$ cat src/rtl/fp32_div_sqrt_core_if.sv
// Divider handshake between the FP div/sqrt unit controller (master) and one core (slave).
interface fp32_div_sqrt_core_if;
  logic [31:0] input_lhs;
  logic [31:0] input_rhs;
  logic        input_is_divide;
  logic [2:0]  input_round_mode;
  logic        req;
  logic        finished;
  logic [31:0] result;
  logic [4:0]  fflags;

  modport master (
    output input_lhs, input_rhs, input_is_divide, input_round_mode, req,
    input  finished, result, fflags
  );

  modport slave (
    input  input_lhs, input_rhs, input_is_divide, input_round_mode, req,
    output finished, result, fflags
  );
endinterface

$ cat src/rtl/fp32_div_sqrt_core.sv
// Iterative binary32 divide / square root (restoring, one bit per cycle) with RISC-V fflags.
// The square-root datapath is compiled in only when RSD_FP_SQRT_EN is defined.
module fp32_div_sqrt_core (
  input logic clk,
  input logic rst,
  fp32_div_sqrt_core_if.slave divBus
);
  localparam int ITER_BITS = 26;

  typedef enum logic [2:0] {IDLE, UNPACK, ITERATE, ROUND, DONE} stateT;
  stateT state_q, state_d;

  logic [31:0] lhs_q, rhs_q, result_q;
  logic        isDiv_q, sign_q;
  logic [2:0]  rm_q;
  logic [4:0]  cnt_q, fflags_q;
  logic signed [10:0] exp_q;
  logic [29:0] rem_q;
  logic [23:0] divisor_q;
  logic [25:0] quot_q;
`ifdef RSD_FP_SQRT_EN
  logic [51:0] rad_q;
`endif

  // Subnormals are normalized so every significand enters the iteration with its MSB set.
  function automatic logic [34:0] unpackOp(input logic [31:0] x);
    logic [23:0] m;
    logic [4:0]  lz;
    logic signed [10:0] e;
    m  = {(x[30:23] != 8'd0), x[22:0]};
    lz = 5'd0;
    for (int i = 0; i < 24; i++) if (m[i]) lz = 5'(23 - i);
    e = (x[30:23] == 8'd0) ? 11'sd1 - 11'(lz) : 11'({3'b000, x[30:23]});
    return {e, m << lz};
  endfunction

  function automatic logic roundUp(input logic [2:0] rm, input logic sign, input logic lsb,
                                   input logic g, input logic rest);
    case (rm)
      3'd1:    roundUp = 1'b0;
      3'd2:    roundUp = sign && (g || rest);
      3'd3:    roundUp = !sign && (g || rest);
      3'd4:    roundUp = g;
      default: roundUp = g && (rest || lsb);
    endcase
  endfunction

  logic aSign, bSign, aNan, bNan, aSnan, bSnan, aInf, bInf, aZero, bZero, divSign;
  assign aSign   = lhs_q[31];
  assign bSign   = rhs_q[31];
  assign aNan    = (lhs_q[30:23] == 8'hFF) && (lhs_q[22:0] != 23'd0);
  assign bNan    = (rhs_q[30:23] == 8'hFF) && (rhs_q[22:0] != 23'd0);
  assign aSnan   = aNan && !lhs_q[22];
  assign bSnan   = bNan && !rhs_q[22];
  assign aInf    = (lhs_q[30:0] == 31'h7F800000);
  assign bInf    = (rhs_q[30:0] == 31'h7F800000);
  assign aZero   = (lhs_q[30:0] == 31'd0);
  assign bZero   = (rhs_q[30:0] == 31'd0);
  assign divSign = aSign ^ bSign;

  logic        isSpecial;
  logic [31:0] specResult;
  logic [4:0]  specFlags;
  always_comb begin
    isSpecial  = 1'b1;
    specResult = 32'h7FC00000;
    specFlags  = 5'b00000;
    if (isDiv_q) begin
      if (aNan || bNan) specFlags = {(aSnan || bSnan), 4'b0000};
      else if ((aZero && bZero) || (aInf && bInf)) specFlags = 5'b10000;
      else if (aInf) specResult = {divSign, 8'hFF, 23'd0};
      else if (bZero) begin
        specResult = {divSign, 8'hFF, 23'd0};
        specFlags  = 5'b01000;
      end
      else if (bInf || aZero) specResult = {divSign, 31'd0};
      else isSpecial = 1'b0;
    end else begin
`ifdef RSD_FP_SQRT_EN
      if (aNan) specFlags = {aSnan, 4'b0000};
      else if (aZero) specResult = lhs_q;
      else if (aSign) specFlags = 5'b10000;
      else if (aInf) specResult = lhs_q;
      else isSpecial = 1'b0;
`else
      specFlags = 5'b10000;
`endif
    end
  end

  logic signed [10:0] aExp, bExp, divExp;
  logic [23:0] aMant, bMant;
  logic        mantLt;
  assign {aExp, aMant} = unpackOp(lhs_q);
  assign {bExp, bMant} = unpackOp(rhs_q);
  // A smaller dividend significand is pre-doubled so the first quotient bit is always 1.
  assign mantLt = (aMant < bMant);
  assign divExp = aExp - bExp + 11'sd127 - {10'd0, mantLt};

`ifdef RSD_FP_SQRT_EN
  logic signed [10:0] sqrtUnb, sqrtEven, sqrtExp;
  logic        sqrtOdd;
  logic [24:0] sqrtMant;
  assign sqrtUnb  = aExp - 11'sd127;
  assign sqrtOdd  = sqrtUnb[0];
  assign sqrtEven = sqrtUnb - {10'd0, sqrtOdd};
  assign sqrtExp  = (sqrtEven >>> 1) + 11'sd127;
  assign sqrtMant = sqrtOdd ? {aMant, 1'b0} : {1'b0, aMant};
`endif

  logic [29:0] remShift, trial, remNext;
  logic [30:0] diff;
  logic        bitOk;
  always_comb begin
    remShift = rem_q;
    trial    = {6'd0, divisor_q};
`ifdef RSD_FP_SQRT_EN
    if (!isDiv_q) begin
      remShift = {rem_q[27:0], rad_q[51:50]};
      trial    = {2'b00, quot_q, 2'b01};
    end
`endif
    diff    = {1'b0, remShift} - {1'b0, trial};
    bitOk   = !diff[30];
    remNext = bitOk ? diff[29:0] : remShift;
  end

  logic        denorm, remSticky, stickyAll, guardBit, roundBit, up, fullUp;
  logic        overflow, inexact, tiny, ovfInf;
  logic signed [10:0] shRaw;
  logic [4:0]  shAmt;
  logic [51:0] shifted;
  logic [24:0] mantRnd;
  logic [10:0] expBase;
  logic [33:0] sum;
  logic [31:0] rndResult;
  logic [4:0]  rndFlags;
  // Tininess uses the unbounded-exponent rounding, hence the second roundUp on the unshifted quotient.
  always_comb begin
    denorm    = (exp_q <= 11'sd0);
    shRaw     = 11'sd1 - exp_q;
    shAmt     = 5'd0;
    if (denorm) shAmt = (shRaw > 11'sd26) ? 5'd26 : shRaw[4:0];
    shifted   = {quot_q, 26'd0} >> shAmt;
    remSticky = (rem_q != 30'd0);
    stickyAll = remSticky || (shifted[25:0] != 26'd0);
    guardBit  = shifted[27];
    roundBit  = shifted[26];
    up        = roundUp(rm_q, sign_q, shifted[28], guardBit, roundBit || stickyAll);
    mantRnd   = {1'b0, shifted[51:28]} + {24'd0, up};
    expBase   = denorm ? 11'd0 : exp_q - 11'sd1;
    sum       = {expBase, 23'd0} + {9'd0, mantRnd};
    overflow  = (sum[33:23] >= 11'd255);
    inexact   = guardBit || roundBit || stickyAll;
    fullUp    = roundUp(rm_q, sign_q, quot_q[2], quot_q[1], quot_q[0] || remSticky);
    tiny      = denorm && !((exp_q == 11'sd0) && (&quot_q[25:2]) && fullUp);
    ovfInf    = (rm_q == 3'd0) || (rm_q == 3'd4) || ((rm_q == 3'd3) && !sign_q)
             || ((rm_q == 3'd2) && sign_q);
    if (overflow) rndResult = ovfInf ? {sign_q, 8'hFF, 23'd0} : {sign_q, 31'h7F7FFFFF};
    else          rndResult = {sign_q, sum[30:0]};
    rndFlags  = {2'b00, overflow, tiny && inexact && !overflow, inexact || overflow};
  end

  always_ff @(posedge clk or posedge rst) begin
    if (rst) state_q <= IDLE;
    else     state_q <= state_d;
  end

  always_comb begin
    state_d = state_q;
    unique case (state_q)
      IDLE:    if (divBus.req) state_d = UNPACK;
      UNPACK:  state_d = isSpecial ? DONE : ITERATE;
      ITERATE: if (cnt_q == 5'(ITER_BITS - 1)) state_d = ROUND;
      ROUND:   state_d = DONE;
      DONE:    if (divBus.req) state_d = UNPACK;
      default: state_d = IDLE;
    endcase
  end

  always_comb begin
    divBus.finished = (state_q == DONE);
    divBus.result   = result_q;
    divBus.fflags   = fflags_q;
  end

  always_ff @(posedge clk or posedge rst) begin
    if (rst) begin
      lhs_q     <= 32'd0;
      rhs_q     <= 32'd0;
      isDiv_q   <= 1'b0;
      rm_q      <= 3'd0;
      sign_q    <= 1'b0;
      exp_q     <= 11'sd0;
      rem_q     <= 30'd0;
      divisor_q <= 24'd0;
      quot_q    <= 26'd0;
      cnt_q     <= 5'd0;
      result_q  <= 32'd0;
      fflags_q  <= 5'd0;
`ifdef RSD_FP_SQRT_EN
      rad_q     <= 52'd0;
`endif
    end else begin
      if (divBus.req && (state_q == IDLE || state_q == DONE)) begin
        lhs_q   <= divBus.input_lhs;
        rhs_q   <= divBus.input_rhs;
        isDiv_q <= divBus.input_is_divide;
        rm_q    <= (divBus.input_round_mode > 3'd4) ? 3'd0 : divBus.input_round_mode;
      end
      case (state_q)
        UNPACK: begin
          cnt_q  <= 5'd0;
          quot_q <= 26'd0;
          if (isSpecial) begin
            result_q <= specResult;
            fflags_q <= specFlags;
          end else if (isDiv_q) begin
            sign_q    <= divSign;
            exp_q     <= divExp;
            rem_q     <= mantLt ? {5'd0, aMant, 1'b0} : {6'd0, aMant};
            divisor_q <= bMant;
          end
`ifdef RSD_FP_SQRT_EN
          else begin
            sign_q <= 1'b0;
            exp_q  <= sqrtExp;
            rem_q  <= 30'd0;
            rad_q  <= {sqrtMant, 27'd0};
          end
`endif
        end
        ITERATE: begin
          cnt_q  <= cnt_q + 5'd1;
          quot_q <= {quot_q[24:0], bitOk};
          rem_q  <= isDiv_q ? {remNext[28:0], 1'b0} : remNext;
`ifdef RSD_FP_SQRT_EN
          rad_q  <= {rad_q[49:0], 2'b00};
`endif
        end
        ROUND: begin
          result_q <= rndResult;
          fflags_q <= rndFlags;
        end
        default: ;
      endcase
    end
  end
endmodule

$ cat src/flat_wrapper.sv
// flat-port wrapper written by rule: the top's interface ports become plain ports
module fp32_div_sqrt_core_flat 
  (clk, rst, divBus_input_lhs, divBus_input_rhs, divBus_input_is_divide, divBus_input_round_mode, divBus_req, divBus_finished, divBus_result, divBus_fflags);
  fp32_div_sqrt_core_if divBus_i ();
  input logic clk;
  input logic rst;
  input wire logic [$bits(divBus_i.input_lhs)-1:0] divBus_input_lhs;
  input wire logic [$bits(divBus_i.input_rhs)-1:0] divBus_input_rhs;
  input wire logic [$bits(divBus_i.input_is_divide)-1:0] divBus_input_is_divide;
  input wire logic [$bits(divBus_i.input_round_mode)-1:0] divBus_input_round_mode;
  input wire logic [$bits(divBus_i.req)-1:0] divBus_req;
  output wire logic [$bits(divBus_i.finished)-1:0] divBus_finished;
  output wire logic [$bits(divBus_i.result)-1:0] divBus_result;
  output wire logic [$bits(divBus_i.fflags)-1:0] divBus_fflags;
  assign divBus_i.input_lhs = divBus_input_lhs;
  assign divBus_i.input_rhs = divBus_input_rhs;
  assign divBus_i.input_is_divide = divBus_input_is_divide;
  assign divBus_i.input_round_mode = divBus_input_round_mode;
  assign divBus_i.req = divBus_req;
  assign divBus_finished = divBus_i.finished;
  assign divBus_result = divBus_i.result;
  assign divBus_fflags = divBus_i.fflags;
  fp32_div_sqrt_core u_core (.clk(clk), .rst(rst), .divBus(divBus_i));
endmodule
$ cat config.mk
export PLATFORM = sky130hd
export DESIGN_NAME = fp32_div_sqrt_core_flat
export DESIGN_NICKNAME = d
export VERILOG_FILES = /design/src/rtl/fp32_div_sqrt_core_if.sv /design/src/rtl/fp32_div_sqrt_core.sv /design/src/flat_wrapper.sv
export SDC_FILE = /design/constraint.sdc
export NUM_CORES = 1
export LEC_CHECK = 0
export ABC_AREA = 1
export BUFFER_PORTS_ARGS = -buffer_cell sky130_fd_sc_hd__buf_4
export CAP_MARGIN = 20
export CORE_UTILIZATION = 60
export DETAILED_ROUTE_END_ITERATION = 16
export HOLD_SLACK_MARGIN = 0.08
export MAX_ROUTING_LAYER = met4
export PLACE_DENSITY = 0.83
export SLEW_MARGIN = 30
export SYNTH_ARGS = -nofsm -noshare
export SYNTH_HDL_FRONTEND = slang
export SYNTH_SLANG_ARGS = --single-unit
$ cat constraint.sdc
create_clock -name clk -period 8.3 [get_ports clk]
set_input_delay 0.83 -clock clk [delete_from_list [all_inputs] [get_ports clk]]
set_output_delay 0.83 -clock clk [all_outputs]
set_load 0.01 [all_outputs]
==> impl_results.md, run 1 <==
* DR iter-0 viols at 1956
* Core area at 0.0296 mm2
* Rel. slew slack at 0.325
* PnR worst setup slack at roughly 1000 ps
* CP Max Fanout at 26
* WS Path Type: reg2reg
* Top sig layer: met4
* Layout cell share with drive strength beyond 1 at 0.0931
* Tightest Pin Transition at 1010 ps
* Largest net degree at the start of global routing at around 130
* Crit-path max cell delay at 420 ps
* Clk sink count at 205
* Mapped Nets at 2994
* Yosys reg bits at slightly above 200
* Fin. max-slew vios at 0
* CP required at 8750 ps
* GRT overflow at 0
* # resized after CTS at 0
* CP most frequent cell: nand2_1
* Layout Skew at 16.1 ps
* Number of diodes at 0
* Clk Latency, worst-skew pair at 540 ps
* VDD IR max at 0.249 mV
* Synth unique cells at 60
* Max_cap viols at 0
* Vias in the first global route at 18000
* Detailed Place HPWL at 44600 um
* Final setup fails at 0
* Unrepaired setup endpoints after global routing: no
* Synth Instances at 2836
* Number of synthesized flops with an enable pin at 0
* Final TNS setup at 0 ps
* Layout area overhead at 9.56%
* Startpoint Class: flop
* Clock root cell: clkbuf_16
* Final Hold Vio Count at 0
* Die area at 0.0309 mm2
* CTS H-tree depth at 1
* Drt wl/cell at 17.5 um
* Post-CTS Setup Repair Bufs at 0
* Status: complete, no violations
* Clock slew at reported path FFs at 60 ps
* Final wirelength at 57600 um
* Die H at 176 um
* First-pass GRT wire length at 92300 um
* Wire length on met1 at 23600 um
* Leak at 9.94 nW
* Die width at 176 um
* Pre-CTS setup slack at 1120 ps
* Synthesized cell area at 0.0181 mm2
* Routed Antenna Nets at 0
* Initial antenna violation count at 0
* Cts bufs inserted at 25
* Ys async rst share at 1.00
* Syn avg cell area at 6.39 um2
* Met2 WL at 26900 um
* Arrival @ worst endpoint at 7710 ps
* Crit. End Element: flop
* Final Cycle Share at 0.875
* Clk buf depth at 3
* GRT Util Overall at 0.386
* IO Pins at 109
* Routed vias at 19300
* Pre-antenna DRT Iters at 8
* Input/output buffers at 108
* CP bufs+invs at 7
* Final net count at 3042
* DR WL met3 at roughly 3900 um
* FP Rows at 63
* CTS tree: yes
* Hold Buf Count CTS at 0
* Gpl congestion at between 1 and 1.5
* Sequential cell area fraction in the yosys report at 0.283
* CP delay by family, top: simple AND/OR/NAND/NOR gates
* Synth warn at 0
* FMAX at 138 MHz
* Critical-path top delay cell: nand2_1
* Pwr dens at between 400 and 500 mW/mm2
* Min Tclk post-route at 7260 ps
* Initial core utilization at 0.611
* DR vias/cell at 5.88
* DRC at 0
* Hold Path Class: in2async
* Primary FF master, synth: dfrtp_1
## logic make-up (layout without fill, tap and decap cells)
family / after synthesis / after routing / share of synthesized area
and+or+nand+nor: 1535 / 1535 / 0.365
AOI/OAI and AO/OA: 479 / 479 / 0.153
buffers and inverters: 467 / 532 / 0.106
DFF: 205 / 205 / 0.283
adders and majority gates: 87 / 87 / 0.0618
xor gates and xnor gates: 57 / 57 / 0.0276
muxes: 6 / 6 / 0.00332
## layout by cell type (no fill, tap or decap), types with 10 or more instances in the layout
master / count
nor2_2: 10
o21ai_0: 244
inv_1: 338
dfrtp_1: 205
nand2_1: 836
inv_2: 12
buf_4: 128
o21ai_2: 19
a21oi_1: 96
xnor2_1: 17
nor3_1: 30
o211ai_1: 16
ha_1: 83
nor4_1: 20
a221oi_1: 17
nand2_2: 19
nand3_2: 10
a31oi_1: 12
xor2_1: 40
nor2_1: 260
clkbuf_16: 25
nand3_1: 276
nand4_1: 37
o22ai_1: 34
## power breakdown
group          switching (W)  leakage [nW]  internal (W)
logic                0.00439          6.96       0.00210
clock network       0.000459         0.392      0.000631
registers           0.000354          2.59       0.00139
## registers in the layout (all words and copies together), names as in the netlist
register / count
u_core.quot_q: 26
u_core.rhs_q: 32
u_core.sign_q: 1
u_core.remShift: 30
u_core.isDiv_q: 1
u_core.divBus.fflags: 5
u_core.divBus.result: 32
u_core.rm_q: 3
u_core.lhs_q: 32
u_core.state_q: 3
u_core.cnt_q: 5
u_core.divisor_q: 24
u_core.exp_q: 11
## routing by layer
layer | track usage | up-vias
met1 | 0.473 | 8871
met2 | 0.630 | 900
li1 | - | 9386
met3 | 0.0450 | 184
met5 | - | -
met4 | 0.190 | 0
## cell usage after synthesis (10+ instances only)
cell type / number / area (um2)
a21oi_1: 96 / 480
a221oi_1: 17 / 149
a31oi_1: 12 / 75.1
buf_2: 11 / 55.1
clkbuf_1: 75 / 282
dfrtp_1: 205 / 5130
ha_1: 83 / 1040
inv_1: 341 / 1280
inv_2: 11 / 41.3
nand2_1: 838 / 3150
nand2_2: 17 / 106
nand3_1: 276 / 1380
nand3_2: 10 / 100
nand4_1: 37 / 231
nor2_1: 262 / 983
nor3_1: 30 / 150
nor4_1: 20 / 125
o211ai_1: 16 / 120
o21ai_0: 244 / 1220
o21ai_2: 19 / 166
o22ai_1: 34 / 213
xnor2_1: 17 / 149
xor2_1: 40 / 350
## metrics by stage
step | util | cells | instance area [um2] | hold WS [ps] | total power, W
2_1_floorplan | - | 2836 | 18100 | 426 | 0.00639
3_3_place_gp | 0.642 | 3247 | 19000 | 449 | 0.00791
3_5_place_dp | 0.642 | 3247 | 19000 | 453 | 0.00805
4_1_cts | 0.669 | 3291 | 19800 | 468 | 0.00919
5_1_grt | 0.669 | 3291 | 19800 | 481 | 0.0101
6_report | 0.669 | 3291 | 19800 | 471 | 0.00933
## worst paths after layout
| path | startpoint | slack, ps | end | cells past startpoint |
|---|---|---|---|---|
| max | u_core.rhs_q[1] | 1040 | u_core.exp_q[9] | 57 |
| min | rst | 470 | u_core.lhs_q[1] | 2 |
| max reg2reg | u_core.rhs_q[1] | 1040 | u_core.exp_q[9] | 57 |
| min reg2reg | u_core.divisor_q[23] | 470 | u_core.divisor_q[23] | 2 |
| max in group asynchronous | rst | 6520 | u_core.divBus.result[30] | 3 |
| min in group clk | u_core.divisor_q[23] | 470 | u_core.divisor_q[23] | 2 |
## layout make-up
class	count	area [um2]
multi-input cells	2164	11100
fillers	2648	9800
flip-flops and latches	205	5130
inverters	358	1350
repair buffers	130	983
clock buffers	33	706
well taps	390	488
clock inverters	11	103
Note: power is estimated with default switching activity, not from simulation.
==> inputs of run 2 (changes only) <==
--- a/config.mk
+++ b/config.mk
@@ -13,6 +13,7 @@
 export HOLD_SLACK_MARGIN = 0.08
 export MAX_ROUTING_LAYER = met4
 export PLACE_DENSITY = 0.83
+export REMOVE_ABC_BUFFERS = 1
 export SLEW_MARGIN = 30
 export SYNTH_ARGS = -nofsm -noshare
 export SYNTH_HDL_FRONTEND = slang
==> impl_results.md, run 2 (same netlist as run 1, synthesis figures left out) <==
* Status: complete, no violations
* Cts bufs inserted at 25
* Final Hold Vio Count at 0
* Worst r2r path cells at 40
* CP required at 8750 ps
* Clk sink count at around 200
* Die H at 176 um
* Critical-path top delay cell: inv_1
* Commonest cells after routing, fill and taps aside: 835 x nand2_1, 339 x inv_1, 276 x nand3_1, 260 x nor2_1, 244 x o21ai_0
* Hold Path Class: in2async
* Routed Antenna Nets at 0
* Leak at 9.94 nW
* First-pass GRT wire length at ~95000 um
* Layout area overhead at 9.72%
* Sequential share of power at 0.186
* Layout cell share with drive strength beyond 1 at 0.0931
* Final wirelength at 59100 um
* Die width at around 180 um
* Hold Buf Count CTS at 0
* Clock share of power at 0.116
* Overall Power at between 0.009 and 0.01 W
* Clk buf depth at 3
* Gpl congestion at around 1.0
* Most common cell after layout, fill and taps aside: nand2_1
* Core area at 0.0296 mm2
* VDD IR max at 0.227 mV
* Sw frac at 0.560
* Die area at 0.0309 mm2
* IO Pins at 109
* Fin. max-slew vios at 0
* Drt wl/cell at roughly 18 um
* FP Rows at 63
* Rel. slew slack at 0.365
* Pre-antenna DRT Iters at 6
* GRT Util Overall at 0.394
* Final setup fails at 0
* Clk Latency, worst-skew pair at 550 ps
* GRT overflow at 0
* Reg2Reg Setup Slack at approximately 1100 ps
* Layout Skew at between 20 and 25 ps
* Input/output buffers at 108
* Detailed Place HPWL at 45200 um
* FF-to-FF Start: u_core.rhs_q[27]
* Unrepaired setup endpoints after global routing: no
* CTS H-tree depth at 1
* Largest net degree at the start of global routing at about 140
* DR vias/cell at 5.93
* CP Max Fanout at 26
* Min Tclk post-route at 7170 ps
* DRC at 0
* Clock slew at reported path FFs at approximately 60 ps
* Crit-path max cell delay at 640 ps
* Routed vias at 19500
* FMAX at 139 MHz
* Worst r2r dst: u_core.exp_q[9]
* Sw Pwr at approximately 0.0053 W
* Initial antenna violation count at 1
* Initial core utilization at 0.611
* WS Path Type: reg2reg
* Arrival @ worst endpoint at 7630 ps
* Startpoint Class: flop
* Pwr dens at 472 mW/mm2
* Vias in the first global route at ~18000
* # resized after CTS at 0
* Final TNS setup at 0 ps
* Post-CTS Setup Repair Bufs at 0
* CTS tree: yes
* Final net count at 3040
* Tightest Pin Transition at 946 ps
* Comb power frac at 0.697
* Clock root cell: clkbuf_16
* Max_cap viols at 0
* DR iter-0 viols at 1933
* Crit. End Element: flop
* Final Cycle Share at 0.864
* Int Power at approximately 0.0041 W
## run 2: changes by cell type in the layout (fill, tap and decap cells not counted), moves of 2 or more
cell and change:
nor3_2 +2, clkinv_2 +2, clkbuf_8 -3, buf_4 -2
diode_2 +4, nor3_1 -2
## run 2: layout make-up
class                   count  area, um2
clock inverters            13        135
fillers                  2674       9770
diodes                      4       10.0
well taps                 390        488
clock buffers              31        668
flip-flops and latches    205       5130
repair buffers            128        985
inverters                 358       1360
multi-input cells        2164      11100
## run 2: routing by layer
metal | global-route usage | routed length, um
met5 | - | 0
met4 | 0.168 | 2710
met3 | 0.0528 | 4580
met2 | 0.629 | 27200
met1 | 0.500 | 24500
## run 2: how the worst max path moves through the flow
stage | slack [ps] | from | end
after CTS | 1210 | u_core.rhs_q[27] | u_core.exp_q[9]
final | 1130 | u_core.rhs_q[27] | u_core.exp_q[9]
after detailed placement | 1240 | u_core.rhs_q[27] | u_core.exp_q[9]
after global routing | 260 | u_core.rhs_q[27] | u_core.exp_q[9]
after global placement | 1240 | u_core.lhs_q[0] | u_core.exp_q[9]
after floorplan | 920 | u_core.rhs_q[1] | u_core.exp_q[9]
## run 2: worst max-delay path, delay by kind of cell (launching register included)
family | cells | cell delay [ps]
buffers and inverters | 8 | 1250
and+or+nand+nor | 21 | 3230
DFF | 1 | 380
xor gates and xnor gates | 1 | 130
adders and majority gates | 5 | 1220
AOI/OAI and AO/OA | 5 | 860
## run 2: through the flow
stage	util	setup slack, ps	cells	instance area (um2)	hold WS, ps
final	0.670	1130	3293	19900	351
after global routing	0.670	262	3293	19900	447
after CTS	0.669	1210	3288	19800	476
after detailed placement	0.642	1240	3244	19000	461
after global placement	0.641	1240	3244	19000	448
after floorplan	-	923	2727	17500	426
## run 2: power by group through the flow
| stage | registers (W) | logic (W) | clock network (W) |
|---|---|---|---|
| after global placement | 0.00173 | 0.00619 | 0 |
| after floorplan | 0.00167 | 0.00453 | 0 |
| final | 0.00175 | 0.00654 | 0.00109 |
| after detailed placement | 0.00175 | 0.00632 | 0 |
| after CTS | 0.00174 | 0.00640 | 0.00110 |
| after global routing | 0.00179 | 0.00726 | 0.00114 |
